<file path="src/rtl/fighter_pkg.sv">
// Shared fighter-game definitions: reaction states, attack type encoding,
// playfield geometry and default damage values.
// Imported by hit_reaction_ctrl, knockback_axis, player_state and game_resolver.
package fighter_pkg;

   localparam int FP_POS_WIDTH = 10;   // feet position width, unsigned pixels
   localparam int FP_GROUND_Y  = 400;  // floor line, y grows downward
   localparam int FP_DMG_LIGHT = 5;
   localparam int FP_DMG_HEAVY = 10;
   localparam int FP_VEL_WIDTH = 8;    // signed velocity / impulse width

   typedef enum logic [1:0] {
      RS_NORMAL = 2'd0,
      RS_STUN   = 2'd1,
      RS_KO     = 2'd2
   } react_state_e;

   // Attack encoding shared with player_state and game_resolver.
   typedef enum logic [2:0] {
      ATK_NONE        = 3'd0,
      ATK_LIGHT_PUNCH = 3'd1,
      ATK_HEAVY_PUNCH = 3'd2,
      ATK_LIGHT_KICK  = 3'd3,
      ATK_HEAVY_KICK  = 3'd4,
      ATK_SPECIAL     = 3'd5
   } atk_type_e;

   // Heavy attacks map to the heavy damage class on hit.
   function automatic logic atk_is_heavy(input atk_type_e atk);
      return (atk == ATK_HEAVY_PUNCH) || (atk == ATK_HEAVY_KICK) || (atk == ATK_SPECIAL);
   endfunction

endpackage

</file>
<file path="src/rtl/knockback_axis.sv">
// One axis of knockback motion: pos + vel, clamped to [lo, hi], then velocity update.
// Ports: pos_i/vel_i current state, step_i decay or gravity amount, lo_i/hi_i clamp range;
//        pos_o/vel_o next state, clamped_o set when the raw sum fell outside [lo, hi].
// Purely combinational; the caller owns the registers.
module knockback_axis
   import fighter_pkg::*;
#(
   parameter int W             = FP_POS_WIDTH,
   parameter bit DECAY_MODE    = 1'b1,  // 1: vel moves toward 0 by step; 0: vel += step, sat +127
   parameter bit ZERO_ON_CLAMP = 1'b1   // clear vel before the update when the position clamps
) (
   input  logic [W-1:0]       pos_i,
   input  logic signed [7:0]  vel_i,
   input  logic [7:0]         step_i,
   input  logic [W-1:0]       lo_i,
   input  logic [W-1:0]       hi_i,
   output logic [W-1:0]       pos_o,
   output logic signed [7:0]  vel_o,
   output logic               clamped_o
);

   // Two guard bits so pos + vel can go below 0 or above 2^W-1 without wrapping.
   localparam int SW = W + 2;

   logic signed [SW-1:0] sum;
   logic signed [SW-1:0] lo_s;
   logic signed [SW-1:0] hi_s;
   logic signed [9:0]    vel_base;
   logic signed [9:0]    step_s;
   logic signed [9:0]    vel_tmp;

   always_comb begin
      sum    = $signed({2'b00, pos_i}) + $signed({{(SW-8){vel_i[7]}}, vel_i});
      lo_s   = $signed({2'b00, lo_i});
      hi_s   = $signed({2'b00, hi_i});
      step_s = $signed({2'b00, step_i});

      clamped_o = 1'b0;
      pos_o     = sum[W-1:0];
      if (sum < lo_s) begin
         pos_o     = lo_i;
         clamped_o = 1'b1;
      end else if (sum > hi_s) begin
         pos_o     = hi_i;
         clamped_o = 1'b1;
      end

      vel_base = $signed({{2{vel_i[7]}}, vel_i});
      if (ZERO_ON_CLAMP && clamped_o) begin
         vel_base = '0;
      end

      vel_tmp = '0;
      if (DECAY_MODE) begin
         // Never cross zero: anything within one step of 0 lands on 0.
         if (vel_base > step_s) begin
            vel_tmp = vel_base - step_s;
         end else if (vel_base < -step_s) begin
            vel_tmp = vel_base + step_s;
         end else begin
            vel_tmp = '0;
         end
      end else begin
         vel_tmp = vel_base + step_s;
         if (vel_tmp > 10'sd127) begin
            vel_tmp = 10'sd127;
         end
      end
      vel_o = vel_tmp[7:0];
   end

endmodule

</file>
<file path="src/rtl/hit_reaction_ctrl.sv">
// Per-player hit reaction: applies resolver hits to health, integrates knockback with
// decay/gravity, and holds NORMAL/STUN/KO. All outputs registered; updates only on SCEN.
// Ports: clk, reset_n (sync, active-low), SCEN frame tick, round_start, hit_event/hit_heavy,
//        hitstun_active, kb_dx/kb_dy impulse, move_dx walk delta; outputs pos_x/pos_y,
//        health, ko, react_state, input_lock, invuln.
// Optional feature macro HIT_REACT_INVULN_EN: post-hit invulnerability window of
// INVULN_FRAMES frames during which hit_event is ignored. Undefined: invuln is 0.
module hit_reaction_ctrl
   import fighter_pkg::*;
#(
   parameter int POS_WIDTH     = FP_POS_WIDTH,
   parameter int START_X       = 160,
   parameter int GROUND_Y      = FP_GROUND_Y,
   parameter int X_MIN         = 8,
   parameter int X_MAX         = 631,
   parameter int GRAVITY       = 1,
   parameter int KB_DECAY      = 1,
   parameter int HEALTH        = 100,
   parameter int DMG_LIGHT     = FP_DMG_LIGHT,
   parameter int DMG_HEAVY     = FP_DMG_HEAVY,
   parameter int INVULN_FRAMES = 8
) (
   input  logic                 clk,
   input  logic                 reset_n,
   input  logic                 SCEN,
   input  logic                 round_start,
   input  logic                 hit_event,
   input  logic                 hit_heavy,
   input  logic                 hitstun_active,
   input  logic signed [7:0]    kb_dx,
   input  logic signed [7:0]    kb_dy,
   input  logic signed [7:0]    move_dx,
   output logic [POS_WIDTH-1:0] pos_x,
   output logic [POS_WIDTH-1:0] pos_y,
   output logic [7:0]           health,
   output logic                 ko,
   output logic [1:0]           react_state,
   output logic                 input_lock,
   output logic                 invuln
);

   localparam logic [POS_WIDTH-1:0] START_X_P  = POS_WIDTH'(START_X);
   localparam logic [POS_WIDTH-1:0] GROUND_P   = POS_WIDTH'(GROUND_Y);
   localparam logic [POS_WIDTH-1:0] X_MIN_P    = POS_WIDTH'(X_MIN);
   localparam logic [POS_WIDTH-1:0] X_MAX_P    = POS_WIDTH'(X_MAX);
   localparam logic [7:0]           HEALTH_P   = 8'(HEALTH);
   localparam logic [7:0]           DMG_L_P    = 8'(DMG_LIGHT);
   localparam logic [7:0]           DMG_H_P    = 8'(DMG_HEAVY);

   react_state_e           state_q, state_d;
   logic [POS_WIDTH-1:0]   pos_x_q, pos_x_d;
   logic [POS_WIDTH-1:0]   pos_y_q, pos_y_d;
   logic signed [7:0]      vel_x_q, vel_x_d;
   logic signed [7:0]      vel_y_q, vel_y_d;
   logic [7:0]             health_q, health_d;
   logic                   ko_q;
   logic                   lock_q;

   logic                   inv_active;
   logic                   hit_ok;
   logic [7:0]             dmg;
   logic                   stun_done;

`ifdef HIT_REACT_INVULN_EN
   localparam logic [7:0]  INV_P = 8'(INVULN_FRAMES);
   logic [7:0]             inv_cnt_q, inv_cnt_d;
   logic                   invuln_q;
   assign inv_active = invuln_q;
   assign invuln     = invuln_q;
`else
   assign inv_active = 1'b0;
   assign invuln     = 1'b0;
`endif

   // In NORMAL the X axis carries the walk delta instead of knockback velocity.
   logic signed [7:0]      x_vel_in;
   logic [POS_WIDTH-1:0]   x_pos_nxt, y_pos_nxt;
   logic signed [7:0]      x_vel_nxt, y_vel_nxt;
   logic                   x_clamped, y_clamped;

   assign x_vel_in = (state_q == RS_NORMAL) ? move_dx : vel_x_q;

   knockback_axis #(
      .W             (POS_WIDTH),
      .DECAY_MODE    (1'b1),
      .ZERO_ON_CLAMP (1'b1)
   ) u_axis_x (
      .pos_i     (pos_x_q),
      .vel_i     (x_vel_in),
      .step_i    (8'(KB_DECAY)),
      .lo_i      (X_MIN_P),
      .hi_i      (X_MAX_P),
      .pos_o     (x_pos_nxt),
      .vel_o     (x_vel_nxt),
      .clamped_o (x_clamped)
   );

   // Y range is [0, GROUND_Y]; landing and ceiling contact are handled below.
   knockback_axis #(
      .W             (POS_WIDTH),
      .DECAY_MODE    (1'b0),
      .ZERO_ON_CLAMP (1'b0)
   ) u_axis_y (
      .pos_i     (pos_y_q),
      .vel_i     (vel_y_q),
      .step_i    (8'(GRAVITY)),
      .lo_i      ('0),
      .hi_i      (GROUND_P),
      .pos_o     (y_pos_nxt),
      .vel_o     (y_vel_nxt),
      .clamped_o (y_clamped)
   );

   always_comb begin
      state_d   = state_q;
      pos_x_d   = pos_x_q;
      pos_y_d   = pos_y_q;
      vel_x_d   = vel_x_q;
      vel_y_d   = vel_y_q;
      health_d  = health_q;
`ifdef HIT_REACT_INVULN_EN
      inv_cnt_d = inv_cnt_q;
`endif
      hit_ok    = hit_event && (state_q != RS_KO) && !inv_active;
      dmg       = hit_heavy ? DMG_H_P : DMG_L_P;
      // Exit test uses the state at the start of the frame.
      stun_done = !hitstun_active && (pos_y_q == GROUND_P) && (vel_x_q == '0);

      if (round_start) begin
         state_d   = RS_NORMAL;
         pos_x_d   = START_X_P;
         pos_y_d   = GROUND_P;
         vel_x_d   = '0;
         vel_y_d   = '0;
         health_d  = HEALTH_P;
`ifdef HIT_REACT_INVULN_EN
         inv_cnt_d = '0;
`endif
      end else if (SCEN) begin
`ifdef HIT_REACT_INVULN_EN
         if (hit_ok) begin
            inv_cnt_d = INV_P;
         end else if (inv_cnt_q != '0) begin
            inv_cnt_d = inv_cnt_q - 8'd1;
         end
`endif
         if (hit_ok) begin
            // A hit freezes position for this frame; knockback starts next frame.
            health_d = (health_q <= dmg) ? 8'd0 : health_q - dmg;
            vel_x_d  = kb_dx;
            vel_y_d  = kb_dy;
            state_d  = (health_d == 8'd0) ? RS_KO : RS_STUN;
         end else if (state_q == RS_NORMAL) begin
            pos_x_d = x_pos_nxt;
            pos_y_d = GROUND_P;
            vel_x_d = '0;
            vel_y_d = '0;
         end else begin
            pos_x_d = x_pos_nxt;
            vel_x_d = x_vel_nxt;
            pos_y_d = y_pos_nxt;
            // Touching the floor (landing) or the top edge stops vertical motion.
            if (y_clamped || (y_pos_nxt == GROUND_P)) begin
               vel_y_d = '0;
            end else begin
               vel_y_d = y_vel_nxt;
            end
            if ((state_q == RS_STUN) && stun_done) begin
               state_d = RS_NORMAL;
            end
         end
      end
   end

   always_ff @(posedge clk) begin
      if (!reset_n) begin
         state_q   <= RS_NORMAL;
         pos_x_q   <= START_X_P;
         pos_y_q   <= GROUND_P;
         vel_x_q   <= '0;
         vel_y_q   <= '0;
         health_q  <= HEALTH_P;
         ko_q      <= 1'b0;
         lock_q    <= 1'b0;
`ifdef HIT_REACT_INVULN_EN
         inv_cnt_q <= '0;
         invuln_q  <= 1'b0;
`endif
      end else begin
         state_q   <= state_d;
         pos_x_q   <= pos_x_d;
         pos_y_q   <= pos_y_d;
         vel_x_q   <= vel_x_d;
         vel_y_q   <= vel_y_d;
         health_q  <= health_d;
         ko_q      <= (state_d == RS_KO);
         lock_q    <= (state_d != RS_NORMAL);
`ifdef HIT_REACT_INVULN_EN
         inv_cnt_q <= inv_cnt_d;
         invuln_q  <= (inv_cnt_d != '0);
`endif
      end
   end

   assign pos_x       = pos_x_q;
   assign pos_y       = pos_y_q;
   assign health      = health_q;
   assign ko          = ko_q;
   assign react_state = state_q;
   assign input_lock  = lock_q;

endmodule

</file>
<file path="config.mk">
export PLATFORM = sky130hd
export DESIGN_NAME = hit_reaction_ctrl
export DESIGN_NICKNAME = d
export VERILOG_FILES = /design/src/rtl/fighter_pkg.sv /design/src/rtl/knockback_axis.sv /design/src/rtl/hit_reaction_ctrl.sv
export SDC_FILE = /design/constraint.sdc
export NUM_CORES = 1
export LEC_CHECK = 0
export CAP_MARGIN = 20
export CORE_MARGIN = 2
export CORE_UTILIZATION = 29
export DETAILED_ROUTE_END_ITERATION = 8
export PLACE_DENSITY = 0.55
export REMOVE_ABC_BUFFERS = 1
export SYNTH_ARGS = -nofsm -noshare
export SYNTH_HDL_FRONTEND = slang
export SYNTH_SLANG_ARGS = --single-unit
export TNS_END_PERCENT = 5
</file>
<file path="constraint.sdc">
create_clock -name clk -period 8.3 [get_ports clk]
set_input_delay 1.66 -clock clk [delete_from_list [all_inputs] [get_ports clk]]
set_output_delay 1.66 -clock clk [all_outputs]
set_load 0.01 [all_outputs]
</file>
==> impl_metrics.py <==
metrics = {
    "timing": {
        "final.period_utilization": 0.8345,
        "rsz0062_at_grt": "no",
        "timing.setup.tns_ps": 0,
        "setup_viol": 0,
        "fmax_ghz": 0.1444,
        "drv_slew": 0,
        "fin_crit_ps": 6926,
        "finalHoldViolCount": 0,
        "skew_ps": 4.493,
        "tightest_slew_ps": 890.3,
        "slew_headroom": 0.4043,
    },
    "global_route": {
        "antenna_found_initial": 0,
        "grt_usage": 0.1641,
        "grt_pass1_wl_um": 19620,
        "overflow": 0,
        "first_global_vias": 3878,
        "grt_max_degree": 21,
    },
    "yosys": {
        "synth_async_sr_flop_share": 0,
        "synth.avg_cell_area_um2": 8.020,
        "ys_seq_elements": 48,
        "ys_seq_area_frac": 0.2373,
        "synth_area_mm2": 0.004050,
        "netlist_instances": 505,
        "ys_warn_count": 0,
        "synthDistinctLibCells": 77,
        "synth_edf_count": 0,
        "synthFlopType": "dfxtp_1",
    },
    "power_and_ir_drop": {
        "combPwrFrac": 0.246,
        "power_uw": 707.6,
        "leakage_uw": 0.002052,
        "max-vdd-ir-drop_mv": 0.1223,
        "swShare": 0.2768,
        "p_per_area_mw_per_mm2": 140.1,
        "internal-power_uw": 511.8,
        "switching_power_uw": 195.8,
        "p_clk_frac": 0.414,
        "p_seq_frac": 0.340,
    },
    "cells_and_area": {
        "syn_to_final_growth_pct": 24.68,
        "nFillCells": 1458,
        "fin_nets": 625,
        "multi_input_area_mm2": 0.002912,
        "regArea_um2": 960.9,
        "layout-drive-gt1-share": 0.05179,
        "diodes": 0,
    },
    "routing": {
        "drt_pass1_iterations": 5,
        "drc_errors": 0,
        "vias": 4038,
        "ant_nets": 0,
        "via_per_inst": 5.457,
        "wl_per_cell_um": 16.39,
        "totalWireLength_um": 12130,
        "drt-initial-drc-count": 311,
    },
    "clock_network": {
        "clkSinkCount": 48,
        "clk_pin_slew_ps": 70,
        "root_buffer": "clkbuf_16",
        "ctsResizeCount": 0,
        "clockBufferDepth": 2,
        "clk_latency_ps": 290,
        "cts_tree": "done",
        "post_cts_buffers": 0,
        "postCtsHoldBufs": 0,
        "cts_buffers": 5,
        "cts_max_level": 2,
    },
    "floorplanning": {
        "io_pins": 64,
        "start_util": 0.2941,
        "core.rowCount": 43,
        "die_x_um": 122.2,
        "die_area_mm2": 0.01493,
        "core_mm2": 0.01377,
        "fp.dieH_um": 122.2,
    },
    "placed_design": {
        "dpl.hpwl_um": 9600,
        "place.gp.congestion": 0.8599,
        "port_buffers": 62,
    },
    "worst_setup_path": {
        "path_max_fanout": 14,
        "cp_data_arrival_time_ps": 7150,
        "cp-start-kind": "input port",
        "criticalPathCategory": "in -> reg",
        "cp.required_ps": 8520,
        "end_kind": "register",
    },
    "min_path": {
        "hold_class": "reg -> reg",
    },
    "flow_run": {
        "drv_cap": 0,
    },
    "status": {
        "run_status": "finished clean",
    },
}
[metrics by stage]
step | util | cell area, um^2 | setup slack (ps) | hold WS [ps] | cells
after floorplan | - | 3974 | 2544 | 478.5 | 488
after global placement | 0.3510 | 4835 | 1230 | 470.2 | 732
after detailed placement | 0.3510 | 4835 | 1218 | 473.0 | 732
after CTS | 0.3666 | 5050 | 1499 | 482.9 | 740
after global routing | 0.3666 | 5050 | 1084 | 512.0 | 740
final | 0.3666 | 5050 | 1374 | 476.0 | 740
[path summary, 6_finish.rpt]
kind,end,slack [ps],start,cells past startpoint
setup / recovery,vel_x_q[3],1370,move_dx[3],19
hold / removal,health[3],480,health[3],2
hold reg to reg,health[3],480,health[3],2
setup reg to reg,vel_x_q[3],2330,react_state[1],19
[layout by cell type (no fill, tap or decap), types with 5 or more instances in the layout]
cell              n
clkdlybuf4s50_1  62
dfxtp_1          48
a21oi_1          41
nand2_1          39
nor2_1           39
ha_1             32
inv_1            26
xnor2_1          20
o21ai_0          18
nand3_1          15
xor2_1           13
a21o_1           12
nor3_1           12
a22oi_1          11
mux2i_1          10
and3_1            7
o211ai_1          7
a31oi_1           7
a22o_1            7
nand2b_1          6
nor4_1            6
nand3b_1          6
o21ai_1           6
a31o_2            6
or3_1             5
a211oi_1          5
clkbuf_16         5
[synthesized netlist by cell type, drive strengths merged, types with 8 or more instances]
cell,number,share of area
dfxtp,48,0.24
a21oi,41,0.051
nor2,40,0.039
nand2,39,0.036
ha,32,0.099
inv,26,0.024
o21ai,24,0.030
xnor2,20,0.043
nand3,16,0.021
clkbuf,14,0.013
xor2,13,0.028
a21o,12,0.022
nor3,12,0.015
a22oi,11,0.020
mux2i,10,0.025
o211ai,8,0.016
[power groups by stage]
stage	logic, uW	registers, uW	clock network [uW]
floorplan	115	246	0
global placement	172	246	0
detailed placement	172	246	0
CTS	173	241	299
global route	192	241	308
finish	174	241	293
[registers in the layout, indices dropped and copies added, names as in the netlist]
signal	flops
input_lock	1
ko	1
pos_x	10
vel_y_q	8
react_state	2
vel_x_q	8
health	8
pos_y	10
[final cells by class]
type                            instances  share of cell area
Inverter                               27             0.02007
Clock inverter                          3             0.01784
Timing Repair Buffer                   64              0.1259
Sequential cell                        48              0.1903
Tap cell                              180             0.04460
Clock buffer                            5             0.02478
Multi-Input combinational cell        413              0.5766
[metal layers]
metal,vias to the layer above,track usage,part of all wire
li1,2011,-,-
met1,1915,0.2314,0.48
met2,108,0.2723,0.47
met3,4,0.01919,0.042
met4,0,0.02730,0.0076
met5,-,0,0
[kinds of logic (layout without fill, tap and decap cells)]
family	count (synthesis)	after routing	share of synthesized area
xor gates and xnor gates	33	33	0.07136
AOI/OAI and AO/OA	169	169	0.2944
adders and majority gates	35	35	0.1137
buffers and inverters	44	99	0.04387
DFF	48	48	0.2373
muxes	11	11	0.02750
and+or+nand+nor	164	164	0.2110
other	1	1	0.0009259
[critical path, stage by stage]
cell and delay, ps:
clkdlybuf4s50_1 420, mux2i_1 510, inv_1 250, ha_1 450, nand2_1 90, o31ai_2 490
xor2_1 190, or3_1 460, a2111o_1 380, o211ai_2 240, nand2b_1 230, inv_1 80
ha_1 180, nor2_1 260, o31a_1 260, nand3_2 210, a2111o_1 440, a21o_1 190
a21oi_1 140
(Power assumes the default switching activity.)
